### src/rtl/nrs_est_pkg.sv
`default_nettype none
// +--------------------------------------------------------------------------+
// | nrs_est_pkg                                                              |
// | Shared constants and helpers for the NRS least-squares channel estimator.|
// | Rev 1.0 - initial release                                                |
// +--------------------------------------------------------------------------+
package nrs_est_pkg;

  localparam int NRS_AMP_Q11 = 1448;  // 0.7071 in Q.11
  localparam int NRS_FRAC    = 11;
  localparam int NRS_AMP_W   = 12;
  localparam int DEF_W       = 16;
  localparam int DEF_DEPTH   = 8;

  // NRS sign-bit decode applied to a sample: bit 0 keeps it, bit 1 negates it.
  function automatic int nrs_apply_sign(input logic neg, input int x);
    return neg ? -x : x;
  endfunction

endpackage
`default_nettype wire

### src/rtl/cmplx_pm_conj_mult.sv
`default_nettype none
// +--------------------------------------------------------------------------+
// | cmplx_pm_conj_mult                                                       |
// | rx * conj(AMP*(+-1 +-j)) as a 2-register pipeline with a combinational   |
// | rounding/shift tail. Every register advances only when en is high.       |
// | Rev 1.0 - initial release                                                |
// |                                                                          |
// | Ports: clk, rst (async, active-low), en (stage enable), in_valid,        |
// |        rx_r/rx_i (W signed), nrs_r/nrs_i (sign bits),                    |
// |        out_valid (valid of est), est_r/est_i (W+1 signed)                |
// +--------------------------------------------------------------------------+
module cmplx_pm_conj_mult
  import nrs_est_pkg::*;
#(
  parameter int W     = DEF_W,
  parameter int FRAC  = NRS_FRAC,
  parameter int AMP   = NRS_AMP_Q11,
  parameter int AMP_W = NRS_AMP_W,
  parameter int ROUND = 0
) (
  input  logic                clk,
  input  logic                rst,
  input  logic                en,
  input  logic                in_valid,
  input  logic signed [W-1:0] rx_r,
  input  logic signed [W-1:0] rx_i,
  input  logic                nrs_r,
  input  logic                nrs_i,
  output logic                out_valid,
  output logic signed [W:0]   est_r,
  output logic signed [W:0]   est_i
);

  localparam int W1 = W + 1;
  localparam int W2 = W + 2;
  localparam int PW = W2 + AMP_W + 1;
  localparam logic signed [PW-1:0] AMP_P = PW'(AMP);
  localparam logic signed [PW-1:0] RND_P = (ROUND != 0) ? (PW'(1) <<< (FRAC - 1)) : '0;

  // a/b carry one extra bit: (-2^(W-1)) + (-2^(W-1)) with both signs negative
  // reaches +2^W, which does not fit in W+1 signed bits.
  logic signed [W2-1:0] a_d, b_d, a_q, b_q;
  logic signed [PW-1:0] pr_q, pi_q;
  logic                 v1;

  assign a_d = W2'(nrs_apply_sign(nrs_r, int'(rx_r)) + nrs_apply_sign(nrs_i, int'(rx_i)));
  assign b_d = W2'(nrs_apply_sign(nrs_r, int'(rx_i)) - nrs_apply_sign(nrs_i, int'(rx_r)));

  always_ff @(posedge clk or negedge rst) begin
    if (!rst) begin
      v1        <= 1'b0;
      out_valid <= 1'b0;
      a_q       <= '0;
      b_q       <= '0;
      pr_q      <= '0;
      pi_q      <= '0;
    end else if (en) begin
      v1        <= in_valid;
      a_q       <= a_d;
      b_q       <= b_d;
      out_valid <= v1;
      pr_q      <= PW'(a_q) * AMP_P;
      pi_q      <= PW'(b_q) * AMP_P;
    end
  end

  // AMP < 2^FRAC, so the scaled result always fits in W+1 bits.
  assign est_r = W1'((pr_q + RND_P) >>> FRAC);
  assign est_i = W1'((pi_q + RND_P) >>> FRAC);

endmodule
`default_nettype wire

### src/rtl/nrs_ls_estimator.sv
`default_nettype none
// +--------------------------------------------------------------------------+
// | nrs_ls_estimator                                                         |
// | Streaming LS channel estimate at NRS REs with optional averaging of      |
// | symbol pairs. 3-cycle latency, valid/ready on both sides.                |
// | Rev 1.0 - initial release                                                |
// |                                                                          |
// | Ports: clk, rst (async, active-low), mode (0 per-symbol, 1 pair avg),    |
// |        in_valid/in_ready/in_last, rx_r/rx_i (W), nrs_r/nrs_i,            |
// |        out_valid/out_ready, out_r/out_i (W+1), out_idx, out_last         |
// +--------------------------------------------------------------------------+
module nrs_ls_estimator
  import nrs_est_pkg::*;
#(
  parameter int W     = DEF_W,
  parameter int FRAC  = NRS_FRAC,
  parameter int AMP   = NRS_AMP_Q11,
  parameter int AMP_W = NRS_AMP_W,
  parameter int DEPTH = DEF_DEPTH,
  parameter int ROUND = 0
) (
  input  logic                     clk,
  input  logic                     rst,
  input  logic                     mode,
  input  logic                     in_valid,
  output logic                     in_ready,
  input  logic                     in_last,
  input  logic signed [W-1:0]      rx_r,
  input  logic signed [W-1:0]      rx_i,
  input  logic                     nrs_r,
  input  logic                     nrs_i,
  output logic                     out_valid,
  input  logic                     out_ready,
  output logic signed [W:0]        out_r,
  output logic signed [W:0]        out_i,
  output logic [$clog2(DEPTH)-1:0] out_idx,
  output logic                     out_last
);

  localparam int IW = $clog2(DEPTH);
  localparam int W1 = W + 1;
  localparam int W2 = W + 2;
  localparam logic signed [W2-1:0] RND1 = (ROUND != 0) ? W2'(1) : W2'(0);

  logic          adv, take, sym_end, eff_mode, eff_sym;
  logic [IW-1:0] idx;
  logic          sym, cur_mode;

  // Per-RE side information travelling alongside the two arithmetic registers.
  logic [IW-1:0] idx1, idx2;
  logic          last1, last2, avg1, avg2, sym1, sym2;

  logic                 v2, emit, wr_buf;
  logic signed [W:0]    est_r, est_i, avg_r, avg_i;
  logic signed [W2-1:0] sum_r, sum_i;
  logic signed [W:0]    mem_r [DEPTH];
  logic signed [W:0]    mem_i [DEPTH];

  assign adv      = out_ready | ~out_valid;
  assign in_ready = adv;
  assign take     = in_valid & adv;

  // Mode is only sampled on the first RE of a symbol. A symbol starting in
  // mode 0 always runs with sym=0, which also clears a pending sym=1.
  assign eff_mode = (idx == '0) ? mode : cur_mode;
  assign eff_sym  = eff_mode & sym;
  assign sym_end  = in_last | (idx == IW'(DEPTH - 1));

  always_ff @(posedge clk or negedge rst) begin
    if (!rst) begin
      idx      <= '0;
      sym      <= 1'b0;
      cur_mode <= 1'b0;
    end else if (take) begin
      cur_mode <= eff_mode;
      if (sym_end) begin
        idx <= '0;
        sym <= eff_mode & ~eff_sym;
      end else begin
        idx <= idx + IW'(1);
        sym <= eff_sym;
      end
    end
  end

  always_ff @(posedge clk or negedge rst) begin
    if (!rst) begin
      idx1  <= '0;
      idx2  <= '0;
      last1 <= 1'b0;
      last2 <= 1'b0;
      avg1  <= 1'b0;
      avg2  <= 1'b0;
      sym1  <= 1'b0;
      sym2  <= 1'b0;
    end else if (adv) begin
      idx1  <= idx;
      last1 <= sym_end;
      avg1  <= eff_mode;
      sym1  <= eff_sym;
      idx2  <= idx1;
      last2 <= last1;
      avg2  <= avg1;
      sym2  <= sym1;
    end
  end

  cmplx_pm_conj_mult #(
    .W     (W),
    .FRAC  (FRAC),
    .AMP   (AMP),
    .AMP_W (AMP_W),
    .ROUND (ROUND)
  ) u_mult (
    .clk       (clk),
    .rst       (rst),
    .en        (adv),
    .in_valid  (take),
    .rx_r      (rx_r),
    .rx_i      (rx_i),
    .nrs_r     (nrs_r),
    .nrs_i     (nrs_i),
    .out_valid (v2),
    .est_r     (est_r),
    .est_i     (est_i)
  );

  // First symbol of an averaging pair is stored, not emitted. The second
  // reads its partner at the same index; in-order writes guarantee the
  // partner entry was written before it is read.
  assign wr_buf = adv & v2 & avg2 & ~sym2;
  assign emit   = v2 & ~(avg2 & ~sym2);
  assign sum_r  = W2'(mem_r[idx2]) + W2'(est_r);
  assign sum_i  = W2'(mem_i[idx2]) + W2'(est_i);
  assign avg_r  = W1'((sum_r + RND1) >>> 1);
  assign avg_i  = W1'((sum_i + RND1) >>> 1);

  always_ff @(posedge clk) begin
    if (wr_buf) begin
      mem_r[idx2] <= est_r;
      mem_i[idx2] <= est_i;
    end
  end

  always_ff @(posedge clk or negedge rst) begin
    if (!rst) begin
      out_valid <= 1'b0;
      out_r     <= '0;
      out_i     <= '0;
      out_idx   <= '0;
      out_last  <= 1'b0;
    end else if (adv) begin
      out_valid <= emit;
      if (emit) begin
        out_r    <= avg2 ? avg_r : est_r;
        out_i    <= avg2 ? avg_i : est_i;
        out_idx  <= idx2;
        out_last <= last2;
      end
    end
  end

endmodule
`default_nettype wire

### config.mk
export PLATFORM = sky130hd
export DESIGN_NAME = nrs_ls_estimator
export DESIGN_NICKNAME = d
export VERILOG_FILES = /design/src/rtl/nrs_est_pkg.sv /design/src/rtl/cmplx_pm_conj_mult.sv /design/src/rtl/nrs_ls_estimator.sv
export SDC_FILE = /design/constraint.sdc
export NUM_CORES = 1
export LEC_CHECK = 0
export CAP_MARGIN = 10
export CORE_UTILIZATION = 45
export DETAILED_ROUTE_END_ITERATION = 6
export GPL_ROUTABILITY_DRIVEN = 1
export SKIP_LAST_GASP = 1
export SLEW_MARGIN = 20
export SYNTH_ARGS = -nofsm -noshare
export SYNTH_HDL_FRONTEND = slang
export SYNTH_SLANG_ARGS = --single-unit
export TNS_END_PERCENT = 5
### constraint.sdc
create_clock -name clk -period 13.8 [get_ports clk]
set_clock_uncertainty 0.2 [all_clocks]
set_input_delay 1.38 -clock clk [delete_from_list [all_inputs] [get_ports clk]]
set_output_delay 1.38 -clock clk [all_outputs]
set_load 0.02 [all_outputs]
==> tab_implementation.tex <==
\begin{tabular}{lr}
\hline
Metric & Value \\
\hline
\multicolumn{2}{l}{\textbf{Timing}} \\
\quad Final Slew Violations & 0 \\
\quad RSZ-0062 raised after global routing & false \\
\quad Fin. Hold Viols & 0 \\
\quad Minimum period implied by the final worst setup slack & 5.65 ns \\
\quad Total Neg Setup Slack & 0 ns \\
\quad Max Freq & 0.177 GHz \\
\quad Number of failing setup endpoints in the final timing report & 0 \\
\quad Period utilisation layout & 0.410 \\
\quad Slew Limit Headroom & 0.354 \\
\quad Worst-margin pin slew & 0.968 ns \\
\multicolumn{2}{l}{\textbf{Yosys}} \\
\quad Most used flip-flop cell after synthesis & sky130\_fd\_sc\_hd\_\_edfxtp\_1 \\
\quad Largest area contributor in the netlist & sky130\_fd\_sc\_hd\_\_edfxtp\_1 \\
\quad Warnings, synthesis & 0 \\
\quad Synthesized-area fraction occupied by ao, oa, aoi and oai cells & 0.130 \\
\quad Basic-gate share of the synthesized area counting and, or, nand and nor cells & 0.101 \\
\quad XOR/XNOR Fraction of Synth Area & 0.0444 \\
\quad Cell area after synthesis & 24,500 um\^{}2 \\
\quad Post-synthesis share of cell area spent on full adders, half adders and majority gates & 0.193 \\
\quad Net Count, Synth & 2,570 \\
\quad Async set or reset register ratio after synthesis & 0.318 \\
\quad Most area-consuming cells after synthesis & sky130\_fd\_sc\_hd\_\_edfxtp\_1 (33\%), sky130\_fd\_sc\_hd\_\_dfrtp\_1 (13\%), sky130\_fd\_sc\_hd\_\_ha\_1 (11\%), sky130\_fd\_sc\_hd\_\_fa\_1 (7.9\%), sky130\_fd\_sc\_hd\_\_inv\_1 (4.2\%) \\
\quad Unique cell type count in the Yosys netlist & 66 \\
\quad Gate Count Post-Synth & 2,211 \\
\quad Share of synthesized area spent on multiplexers & 0.0129 \\
\quad Sequential-to-total area share from yosys stat & 0.464 \\
\quad Mean cell area of the mapped netlist & 11.1 um\^{}2 \\
\quad FF+latch count, synth & 399 \\
\quad Main combinational cell family by area after synthesis & adder cells \\
\quad Number of synthesized flops with an enable pin & 272 \\
\quad Top cell type's share of synthesized area & 0.334 \\
\multicolumn{2}{l}{\textbf{Place}} \\
\quad Last weighted congestion value of the routability-driven placer & 0.832 \\
\quad Number of port buffers & 79 \\
\quad Placed wire-length estimate & between 30,000 and 40,000 um \\
\multicolumn{2}{l}{\textbf{Drt}} \\
\quad Top sig layer & met4 \\
\quad Total length of routed met3 wires & 2480 um \\
\quad Routed metal-1 wirelength & 26,900 um \\
\quad Iteration count of the initial detailed-routing pass & 5 \\
\quad Wire length per cell & 19.5 um \\
\quad Remaining routing DRC violations & 0 \\
\quad Overall via count from detail\_route & 16,600 \\
\quad DRT Wirelength & 58,600 um \\
\quad Remaining antenna violation count & 0 \\
\quad Starting DRC count in detailed routing & 1,063 \\
\quad Total length of routed met2 wires & 27,900 um \\
\quad Mean number of vias per cell & 5.51 \\
\multicolumn{2}{l}{\textbf{Global routing}} \\
\quad GRT Overall Usage & 0.215 \\
\quad GRT Residual Overflow & 0 \\
\quad Wire length of the first global-routing pass & 93,300 um \\
\quad Initial antenna violation count & 0 \\
\quad Maximum number of pins on one net before global-route repair & 86 \\
\quad Number of global-route vias before repair & between 15,000 and 20,000 \\
\multicolumn{2}{l}{\textbf{Floorplan}} \\
\quad Die Height & 235 um \\
\quad Die outline area & about 55,000 um\^{}2 \\
\quad DIE WIDTH & 235 um \\
\quad I/O pin count & 80 \\
\quad Placeable core region & 53,700 um\^{}2 \\
\quad Initial Utilization & 0.455 \\
\quad Row cnt & 85 \\
\multicolumn{2}{l}{\textbf{Setup path}} \\
\quad Most numerous cell on the critical path & sky130\_fd\_sc\_hd\_\_or3\_4 \\
\quad Signal arrival time at the worst endpoint & approximately 6 ns \\
\quad Largest stage delay on the critical path & $\sim$0.46 ns \\
\quad Highest fanout seen on the critical path & 6 \\
\quad Worst path cell trace & clkdlybuf4s50\_1, inv\_1, ha\_1, or3b\_4, or3\_4, or3\_4, or3\_4, or3\_4, nand2\_1, xor2\_1, ha\_1, a21o\_1, a21o\_1, or3\_1, nor3\_1, nor3\_1, or3b\_2 \\
\quad Critical path required time & 14.04 ns \\
\quad CP endpoint kind & flop \\
\quad CP Class & input port to flop \\
\quad Critical Path Start Type & input port \\
\quad Cell with the biggest individual delay on the critical path & sky130\_fd\_sc\_hd\_\_clkdlybuf4s50\_1 \\
\multicolumn{2}{l}{\textbf{CTS}} \\
\quad Clock net sink count & 399 \\
\quad Post-cts sizing count & 0 \\
\quad Clock edge transition at the registers on the reported setup and hold paths & roughly 0.060 ns \\
\quad Number of clock buffers inserted by TritonCTS & 44 \\
\quad Max H-tree Level & 2 \\
\quad Clock latency on the worst-skew pair & 0.58 ns \\
\quad Hold Buf Count CTS & 0 \\
\quad Post-CTS setup-driven buffer insertion count & 0 \\
\quad Buffer levels on the longest clock path & 3 \\
\quad Root Buffer & sky130\_fd\_sc\_hd\_\_clkbuf\_16 \\
\quad CTS tree & done \\
\multicolumn{2}{l}{\textbf{Worst hold path}} \\
\quad Tightest Hold Check Type & flop to flop \\
\multicolumn{2}{l}{\textbf{Status}} \\
\quad Result of the run & finished clean \\
\multicolumn{2}{l}{\textbf{Cells and area}} \\
\quad Relative area change from synthesis to final layout & 12.5\% \\
\quad Final core utilization & 0.512 \\
\quad Leading cell types in the layout, fill and taps excluded & sky130\_fd\_sc\_hd\_\_inv\_1 (273), sky130\_fd\_sc\_hd\_\_edfxtp\_1 (272), sky130\_fd\_sc\_hd\_\_ha\_1 (222), sky130\_fd\_sc\_hd\_\_nand2\_1 (181), sky130\_fd\_sc\_hd\_\_a22oi\_1 (128) \\
\quad Fill cell instance count of the final layout & 4,750 \\
\quad Proportion of layout cells with a drive suffix above 1 & 0.0526 \\
\quad Number of nets at the end of the flow & 2,643 \\
\quad Leading cell type in the layout, fill and taps excluded & sky130\_fd\_sc\_hd\_\_inv\_1 \\
\quad Antenna Cells & 0 \\
\multicolumn{2}{l}{\textbf{Flow run}} \\
\quad \# Max-Cap Violations & 0 \\
\hline
\end{tabular}
[final cells by class]
| type | instances | area [um^2] | area share |
|---|---|---|---|
| Timing Repair Buffer | 105 | 982 | 0.0357 |
| Inverter | 275 | 1030 | 0.0376 |
| Clock inverter | 22 | 225 | 0.00819 |
| Sequential cell | 399 | 11300 | 0.413 |
| Multi-Input combinational cell | 1459 | 11800 | 0.431 |
| Tap cell | 696 | 871 | 0.0317 |
| Clock buffer | 58 | 1190 | 0.0434 |
[routing by layer]
layer,vias to the layer above,track usage
met5,-,0
met3,89,0.0272
met2,365,0.362
met1,8132,0.291
met4,0,0.0602
li1,8014,-
[cells by family (layout without fill, tap and decap cells)]
family,after synthesis,after routing
AO/OA/AOI/OAI,484,484
XOR/XNOR,124,124
adder cells (fa/ha/maj),319,319
buffers and inverters,353,460
flip-flops,399,399
multiplexers,30,30
AND/OR/NAND/NOR,502,502
[Yosys cell counts, drive strengths merged (5+ instances only)]
master	number
inv	274
edfxtp	272
ha	222
nand2	181
a22oi	128
dfrtp	127
o21ai	104
nor2	103
a21oi	99
fa	97
xnor2	85
clkbuf	65
xor2	39
nand4	36
a21o	33
mux2i	27
or3	27
nor2b	24
nand3	22
nor3	22
nor3b	21
nand2b	18
o31ai	18
a211oi	15
buf	13
o21a	12
a31oi	10
and3	10
o21bai	10
and2	8
nand3b	8
a2111oi	7
a211o	6
nand4b	6
o211ai	6
a21boi	5
o311ai	5
[registers in the layout, summed over array words and instances, names as in the netlist]
name and cells:
last2 1, sym 1, out_last 1, u_mult.pr_q 17, idx1 3, u_mult.v1 1, avg2 1, u_mult.b_q 17
mem_i 136, out_idx 3, idx 3, last1 1, u_mult.out_valid 1, sym2 1, mem_r 136, out_valid 1
u_mult.pi_q 17, out_i 17, cur_mode 1, u_mult.a_q 18, sym1 1, out_r 17, avg1 1, idx2 3
[metrics by stage]
step	hold WS, ns	worst slack (ns)	cell area [um^2]	instances
finish	0.274	8.15	27500	3014
global route	0.303	7.95	27500	3014
CTS	0.278	8.17	27500	3014
detailed placement	0.264	7.56	26100	2934
global placement	0.253	7.62	26100	2934
floorplan	0.239	8.31	24500	2211
[path summary, 6_finish.rpt]
| path | endpoint | cells past startpoint | slack (ns) | from |
|---|---|---|---|---|
| hold reg to reg | sym2 | 2 | 0.27 | sym2 |
| min in group asynchronous | out_r[6] | 1 | 0.71 | rst |
| setup / recovery | u_mult.b_q[16] | 17 | 8.15 | rx_r[0] |
| setup reg to reg | out_r[14] | 13 | 8.22 | idx2[2] |
| hold / removal | sym2 | 2 | 0.27 | sym2 |
| max in group asynchronous | avg2 | 2 | 11.51 | rst |
[worst max-delay path, delay by kind of cell]
family,cells,cell delay (ns)
AOI/OAI and AO/OA,2,0.41
xor gates and xnor gates,1,0.16
adders and majority gates,2,0.49
buffers and inverters,2,0.54
and+or+nand+nor,10,2.91
Power is not shown: default switching activity piles up to over one toggle a cycle in this logic, so the estimate is an artifact.
